### src/rtl/uart_tx_ctrl_pkg.sv
// Shared definitions for the UART transmit controller: default bus
// addresses, status word bit positions and the transmit FSM encoding.
package uart_tx_ctrl_pkg;

  // Default dpram status word address and CPU transmit data address
  localparam logic [11:0] STATUS_ADDR_DEF = 12'h800;
  localparam logic [11:0] DATA_ADDR_DEF   = 12'h801;

  // Status word bit positions
  localparam int ST_NOTFULL = 0;
  localparam int ST_IDLE    = 1;
  localparam int ST_CNT_LSB = 8;
  localparam int ST_OVF     = 15;

  // Transmit sequencer states
  typedef enum logic [1:0] {
    TX_IDLE  = 2'd0,
    TX_LOAD  = 2'd1,
    TX_START = 2'd2,
    TX_WAIT  = 2'd3
  } tx_state_e;

endpackage

### src/rtl/uart_tx_fifo.sv
// Synchronous byte FIFO, depth 2**FIFO_AW. A push while full is ignored
// even if a pop happens in the same cycle; count saturates at the depth.
import uart_tx_ctrl_pkg::*;

module uart_tx_fifo #(
  parameter int FIFO_AW = 4
) (
  input  logic             clock,
  input  logic             n_rst,
  input  logic             push,
  input  logic             pop,
  input  logic [7:0]       din,
  output logic [7:0]       dout,
  output logic             full,
  output logic             empty,
  output logic [FIFO_AW:0] count
);

  localparam int DEPTH = 2 ** FIFO_AW;

  logic [7:0]         mem [DEPTH];
  logic [FIFO_AW-1:0] wr_ptr;
  logic [FIFO_AW-1:0] rd_ptr;
  logic               do_push;
  logic               do_pop;

  // Count reaches exactly DEPTH when full, which is its MSB alone
  assign full    = count[FIFO_AW];
  assign empty   = (count == '0);
  assign do_push = push && !full;
  assign do_pop  = pop && !empty;
  assign dout    = mem[rd_ptr];

  // Storage array, written on an accepted push
  always_ff @(posedge clock) begin
    if (do_push) mem[wr_ptr] <= din;
  end

  // Pointers wrap modulo depth; count tracks occupancy
  always_ff @(posedge clock or negedge n_rst) begin
    if (!n_rst) begin
      wr_ptr <= '0;
      rd_ptr <= '0;
      count  <= '0;
    end else begin
      if (do_push) wr_ptr <= wr_ptr + FIFO_AW'(1);
      if (do_pop)  rd_ptr <= rd_ptr + FIFO_AW'(1);
      case ({do_push, do_pop})
        2'b10:   count <= count + (FIFO_AW+1)'(1);
        2'b01:   count <= count - (FIFO_AW+1)'(1);
        default: count <= count;
      endcase
    end
  end

endmodule

### src/rtl/uart_tx_ctrl.sv
// Memory-mapped UART transmit controller. Snoops CPU writes to DATA_ADDR,
// queues the low byte, drives uart_tx through its start/ready handshake
// and mirrors a status word into dpram port 2 whenever it changes.
// Optional sticky overflow flag (status bit15) built with UART_TX_OVF_EN.
import uart_tx_ctrl_pkg::*;

module uart_tx_ctrl #(
  parameter logic [11:0] STATUS_ADDR = STATUS_ADDR_DEF,
  parameter logic [11:0] DATA_ADDR   = DATA_ADDR_DEF,
  parameter int          FIFO_AW     = 4
) (
  input  logic        clock,
  input  logic        n_rst,
  input  logic [11:0] bus_addr,
  input  logic [15:0] bus_wdata,
  input  logic        bus_we,
  output logic [11:0] dp_addr,
  output logic [15:0] dp_din,
  output logic        dp_we,
  output logic [7:0]  tx_data,
  output logic        tx_start,
  input  logic        tx_ready
);

  // Handshake with uart_tx: tx_start is raised in START and held until
  // tx_ready is sampled low (uart_tx has taken the byte); the controller
  // then waits for tx_ready to return high before offering another byte.
  // Holding start this way tolerates uart_tx running on a slower clock.

  tx_state_e          state;
  tx_state_e          state_nxt;
  logic               push_req;
  logic               fifo_pop;
  logic [7:0]         fifo_dout;
  logic               fifo_full;
  logic               fifo_empty;
  logic [FIFO_AW:0]   fifo_count;
  logic [15:0]        status;
  logic [15:0]        shadow;
  logic               ovf_flag;
  logic               unused_bits;

  assign push_req = bus_we && (bus_addr == DATA_ADDR);

  uart_tx_fifo #(
    .FIFO_AW (FIFO_AW)
  ) u_fifo (
    .clock (clock),
    .n_rst (n_rst),
    .push  (push_req),
    .pop   (fifo_pop),
    .din   (bus_wdata[7:0]),
    .dout  (fifo_dout),
    .full  (fifo_full),
    .empty (fifo_empty),
    .count (fifo_count)
  );

  // Sequencer state register
  always_ff @(posedge clock or negedge n_rst) begin
    if (!n_rst) state <= TX_IDLE;
    else        state <= state_nxt;
  end

  // Sequencer next state, FIFO pop and start request
  always_comb begin
    state_nxt = state;
    fifo_pop  = 1'b0;
    tx_start  = 1'b0;
    case (state)
      TX_IDLE: begin
        if (!fifo_empty) state_nxt = TX_LOAD;
      end
      TX_LOAD: begin
        fifo_pop  = 1'b1;
        state_nxt = TX_START;
      end
      TX_START: begin
        tx_start = 1'b1;
        if (!tx_ready) state_nxt = TX_WAIT;
      end
      TX_WAIT: begin
        if (tx_ready) state_nxt = TX_IDLE;
      end
      default: state_nxt = TX_IDLE;
    endcase
  end

  // Byte presented to uart_tx; captured at LOAD and held until the next LOAD
  always_ff @(posedge clock or negedge n_rst) begin
    if (!n_rst)                tx_data <= 8'h00;
    else if (state == TX_LOAD) tx_data <= fifo_dout;
  end

`ifdef UART_TX_OVF_EN
  logic clr_req;
  assign clr_req     = bus_we && (bus_addr == STATUS_ADDR) && bus_wdata[ST_OVF];
  assign unused_bits = ^bus_wdata[14:8];

  // Sticky overflow flag; a new overflow wins over a software clear
  always_ff @(posedge clock or negedge n_rst) begin
    if (!n_rst)                     ovf_flag <= 1'b0;
    else if (push_req && fifo_full) ovf_flag <= 1'b1;
    else if (clr_req)               ovf_flag <= 1'b0;
  end
`else
  assign ovf_flag    = 1'b0;
  assign unused_bits = ^bus_wdata[15:8];
`endif

  // Live status word assembled from FIFO and sequencer state
  always_comb begin
    status                             = '0;
    status[ST_NOTFULL]                 = !fifo_full;
    status[ST_IDLE]                    = fifo_empty && (state == TX_IDLE);
    status[ST_CNT_LSB +: FIFO_AW+1]    = fifo_count;
    status[ST_OVF]                     = ovf_flag;
  end

  // Write the status to dpram one cycle after it differs from the last
  // value written; the shadow doubles as the port-2 write data
  always_ff @(posedge clock or negedge n_rst) begin
    if (!n_rst) begin
      shadow <= 16'h0000;
      dp_we  <= 1'b0;
    end else if (status != shadow) begin
      shadow <= status;
      dp_we  <= 1'b1;
    end else begin
      dp_we  <= 1'b0;
    end
  end

  assign dp_din  = shadow;
  assign dp_addr = STATUS_ADDR;

endmodule

### config.mk
export PLATFORM = sky130hd
export DESIGN_NAME = uart_tx_ctrl
export DESIGN_NICKNAME = d
export VERILOG_FILES = /design/src/rtl/uart_tx_ctrl_pkg.sv /design/src/rtl/uart_tx_fifo.sv /design/src/rtl/uart_tx_ctrl.sv
export SDC_FILE = /design/constraint.sdc
export NUM_CORES = 1
export LEC_CHECK = 0
export ABC_CLOCK_PERIOD_IN_PS = 2800
export CORE_ASPECT_RATIO = 1.4
export CORE_MARGIN = 1.5
export CORE_UTILIZATION = 45
export CTS_BUF_LIST = sky130_fd_sc_hd__clkbuf_16
export DETAILED_ROUTE_END_ITERATION = 6
export PLACE_DENSITY = 0.76
export SLEW_MARGIN = 25
export SYNTH_ARGS = -nofsm -noshare
export SYNTH_HDL_FRONTEND = slang
export SYNTH_SLANG_ARGS = --single-unit
### constraint.sdc
create_clock -name clock -period 2.8 [get_ports clock]
set_input_delay 0.42 -clock clock [delete_from_list [all_inputs] [get_ports clock]]
set_output_delay 0.42 -clock clock [all_outputs]
set_load 0.005 [all_outputs]
==> results.sh <==
export IMPL_synthAdderAreaFrac=0.02411
export IMPL_ys_types=46
export IMPL_critPathMaxStageDelay_ps=450
export IMPL_sw_frac_of_total=0.2853
export IMPL_die_height_um=147.9
export IMPL_place_area_mm2=0.007463
export IMPL_timing_fmax_ghz=0.3718
export IMPL_reg2reg_depth=10
export IMPL_criticalPathCategory="in -> reg"
export IMPL_setup_violations_final=0
export IMPL_dieArea_mm2=0.01574
export IMPL_rows=52
export IMPL_crit_required_ps=3090
export IMPL_cellPowerDensity_mw_per_mm2=908.0
export IMPL_post_synth_top_count_cell="edfxtp_1"
export IMPL_busiest_layer="met2"
export IMPL_pin_count=70
export IMPL_r2r_start="u_fifo.count[4]$_DFFE_PN0P_"
export IMPL_cts_root_buf="clkbuf_16"
export IMPL_slew_violations=0
export IMPL_seqPwrFrac=0.407
export IMPL_h_tree_depth=4
export IMPL_routed_wl_um=12880
export IMPL_vias_per_cell=5.363
export IMPL_ant_nets=0
export IMPL_yosys_top_cells_area="edfxtp_1 (57%), dfrtp_1 (12%), mux4_1 (7.0%)"
export IMPL_p_comb_frac=0.282
export IMPL_die_w_um=106.5
export IMPL_cts_resized_gates=0
export IMPL_ys_warn_count=0
export IMPL_critPathLaunchType="input pin"
export IMPL_hold_buffers=0
export IMPL_cp_startpoint="bus_addr[11]"
export IMPL_worstSetupEndpointType="flop"
export IMPL_fin_worst_skew_ps=7.620
export IMPL_synth_area_per_cell_um2=17.52
export IMPL_portBuffers=40
export IMPL_switchingPower_w=0.002090
export IMPL_setup_slack_ps=110.6
export IMPL_r2r_end="u_fifo.count[4]$_DFFE_PN0P_"
export IMPL_cp_arrival_ps=2980
export IMPL_place_congestion=0.8622
export IMPL_met1_usage=0.1939
export IMPL_drive_gt1_frac=0.1961
export IMPL_hold_path_class="in -> async"
export IMPL_path_cells="clkdlybuf4s50_1, nor4bb_1, and4_1, inv_2, ha_1, xor2_1, ha_1, a21o_1, a22oi_1, nor3_1, a2111oi_0"
export IMPL_firstDrtPassIters=4
export IMPL_grt_max_degree=32
export IMPL_pre_cts_slack_ps=-305.2
export IMPL_post_cts_buffers=0
export IMPL_synth_simple_area_share=0.04359
export IMPL_vias=3475
export IMPL_synth_top_family_by_area="multiplexers"
export IMPL_core_mm2=0.01457
export IMPL_netlist_area_mm2=0.006745
export IMPL_wl_per_cell_um=19.88
export IMPL_drc=0
export IMPL_synth_common_cells="edfxtp_1 (128), dfrtp_1 (31), buf_4 (22), mux4_1 (18), o22ai_1 (17)"
export IMPL_synth_edf_count=128
export IMPL_grt_pass1_wl_um=19820
export IMPL_initialDrtViolationCount=178
export IMPL_timing_final_crit_period_ps=2689
export IMPL_hpwlAfterDp_um=8568
export IMPL_status="completed"
export IMPL_worstPathMaxFanout=4
export IMPL_yosys_mux_area_fraction=0.1336
export IMPL_antenna_cells=0
export IMPL_initial_core_util=0.4628
export IMPL_yosys_register_bits=159
export IMPL_power_frac_clock=0.311
export IMPL_tightest_slew_ps=774.6
export IMPL_area_delta_synth_final_pct=19.63
export IMPL_nets=491
export IMPL_leakagePower_nw=2.893
export IMPL_rrSetupSlack_ps=250
export IMPL_cts_buffer_depth=2
export IMPL_syn_inst=385
export IMPL_synth_top_flop_cell="edfxtp_1"
export IMPL_slowest_stage="clkdlybuf4s50_1"
export IMPL_clock_latency_ps=420
export IMPL_slew_headroom=0.4836
export IMPL_vdd_drop_max_mv=0.4819
export IMPL_path_common_cell="ha_1"
export IMPL_post_route_util=0.5537
export IMPL_grt_pass1_vias=3584
export IMPL_async_flop_share=0.1950
export IMPL_grt_use_total=0.1753
export IMPL_stdcell_area_mm2=0.008069
export IMPL_fin_crit_sh=0.9605
export IMPL_synth_top_area_share=0.5698
export IMPL_overflow=0
export IMPL_synth_compound_area_frac=0.03988
export IMPL_grt_met2_usage=0.3165
export IMPL_antenna_found_initial=0
export IMPL_numCtsBuffers=17
export IMPL_yosysTopAreaCell="edfxtp_1"
export IMPL_grt_util_met3=0.03439
export IMPL_rsz0062_at_grt="false"
export IMPL_cts_num_sinks=159
export IMPL_ys_seq_area_frac=0.6848
export IMPL_synth_xor_area_frac=0.02078
export IMPL_maxCapViolCount=0
export IMPL_cts_tree="built"
export IMPL_intPower_w=0.005236
export IMPL_finalHoldViolCount=0
export IMPL_path_clk_slew_ps=60
per-layer routing:
layer	vias up	routed length [µm]	share of wire
li1	1591	-	-
met1	1741	4791	0.37
met2	125	7012	0.54
met3	18	704	0.055
met4	0	371	0.029
met5	-	0	0
stage by stage:
| stage | hold slack [ps] | std cells | power, W | setup TNS, ps |
|---|---|---|---|---|
| 2_1_floorplan | 124.4 | 404 | 0.004474 | 0 |
| 3_3_place_gp | 504.5 | 616 | 0.005029 | -134.1 |
| 3_5_place_dp | 505.1 | 616 | 0.005095 | -305.2 |
| 4_1_cts | 420.4 | 648 | 0.007374 | 0 |
| 5_1_grt | 441.6 | 648 | 0.007662 | 0 |
| 6_report | 408.1 | 648 | 0.007326 | 0 |
placed cells by master (no fill, tap or decap), types with 11 or more instances in the layout:
master	netlist	final
a21oi_1	11	11
inv_1	11	12
dfrtp_1	31	31
o22ai_1	17	17
clkbuf_16	0	20
clkdlybuf4s50_1	0	40
buf_4	22	23
ha_1	13	13
mux4_1	18	18
edfxtp_1	128	128
conb_1	2	21
mux4_2	14	14
worst max-delay path by stage:
stage | end | slack (ps)
after global placement | u_fifo.count[4]$_DFFE_PN0P_ | -130
after floorplan | u_fifo.count[4]$_DFFE_PN0P_ | 80
after CTS | u_fifo.count[4]$_DFFE_PN0P_ | 120
after global routing | u_fifo.count[4]$_DFFE_PN0P_ | 50
after detailed placement | u_fifo.count[4]$_DFFE_PN0P_ | -310
final | u_fifo.count[4]$_DFFE_PN0P_ | 110
layout make-up:
type | instances | area [µm²]
repair buffers | 70 | 713.2
multi-input cells | 186 | 1849
fillers | 1086 | 6505
inverters | 12 | 45.04
flip-flops and latches | 159 | 4619
well taps | 189 | 236.5
clock inverters | 12 | 105.1
clock buffers | 20 | 500.5
power groups by stage:
stage,Combinational (W),Clock (W),Sequential (W)
after floorplan,0.00157,0,0.00290
after global placement,0.00202,0,0.00301
after detailed placement,0.00207,0,0.00302
after CTS,0.00209,0.00231,0.00298
after global routing,0.00224,0.00242,0.00301
final,0.00207,0.00228,0.00298
registers in the layout (all words and copies together), names as in the netlist:
signal / cells
u_fifo.wr_ptr: 4
state: 2
tx_data: 8
u_fifo.rd_ptr: 4
dp_din: 7
u_fifo.count: 5
u_fifo.mem: 128
dp_we: 1
kinds of logic (layout without fill, tap and decap cells):
family | count (synthesis) | count (layout)
flops | 159 | 159
buf+inv | 59 | 114
simple gates | 52 | 52
compound gates | 42 | 42
mux | 42 | 42
xor+xnor | 16 | 16
fa+ha+maj | 13 | 13
other cells | 2 | 21
worst max-delay path, delay by kind of cell:
kind | cells | cell delay, ps
xor gates and xnor gates | 1 | 170
adders and majority gates | 2 | 450
AOI/OAI and AO/OA | 3 | 800
and+or+nand+nor | 3 | 640
buffers and inverters | 2 | 500
Note: power is estimated with default switching activity, not from simulation.
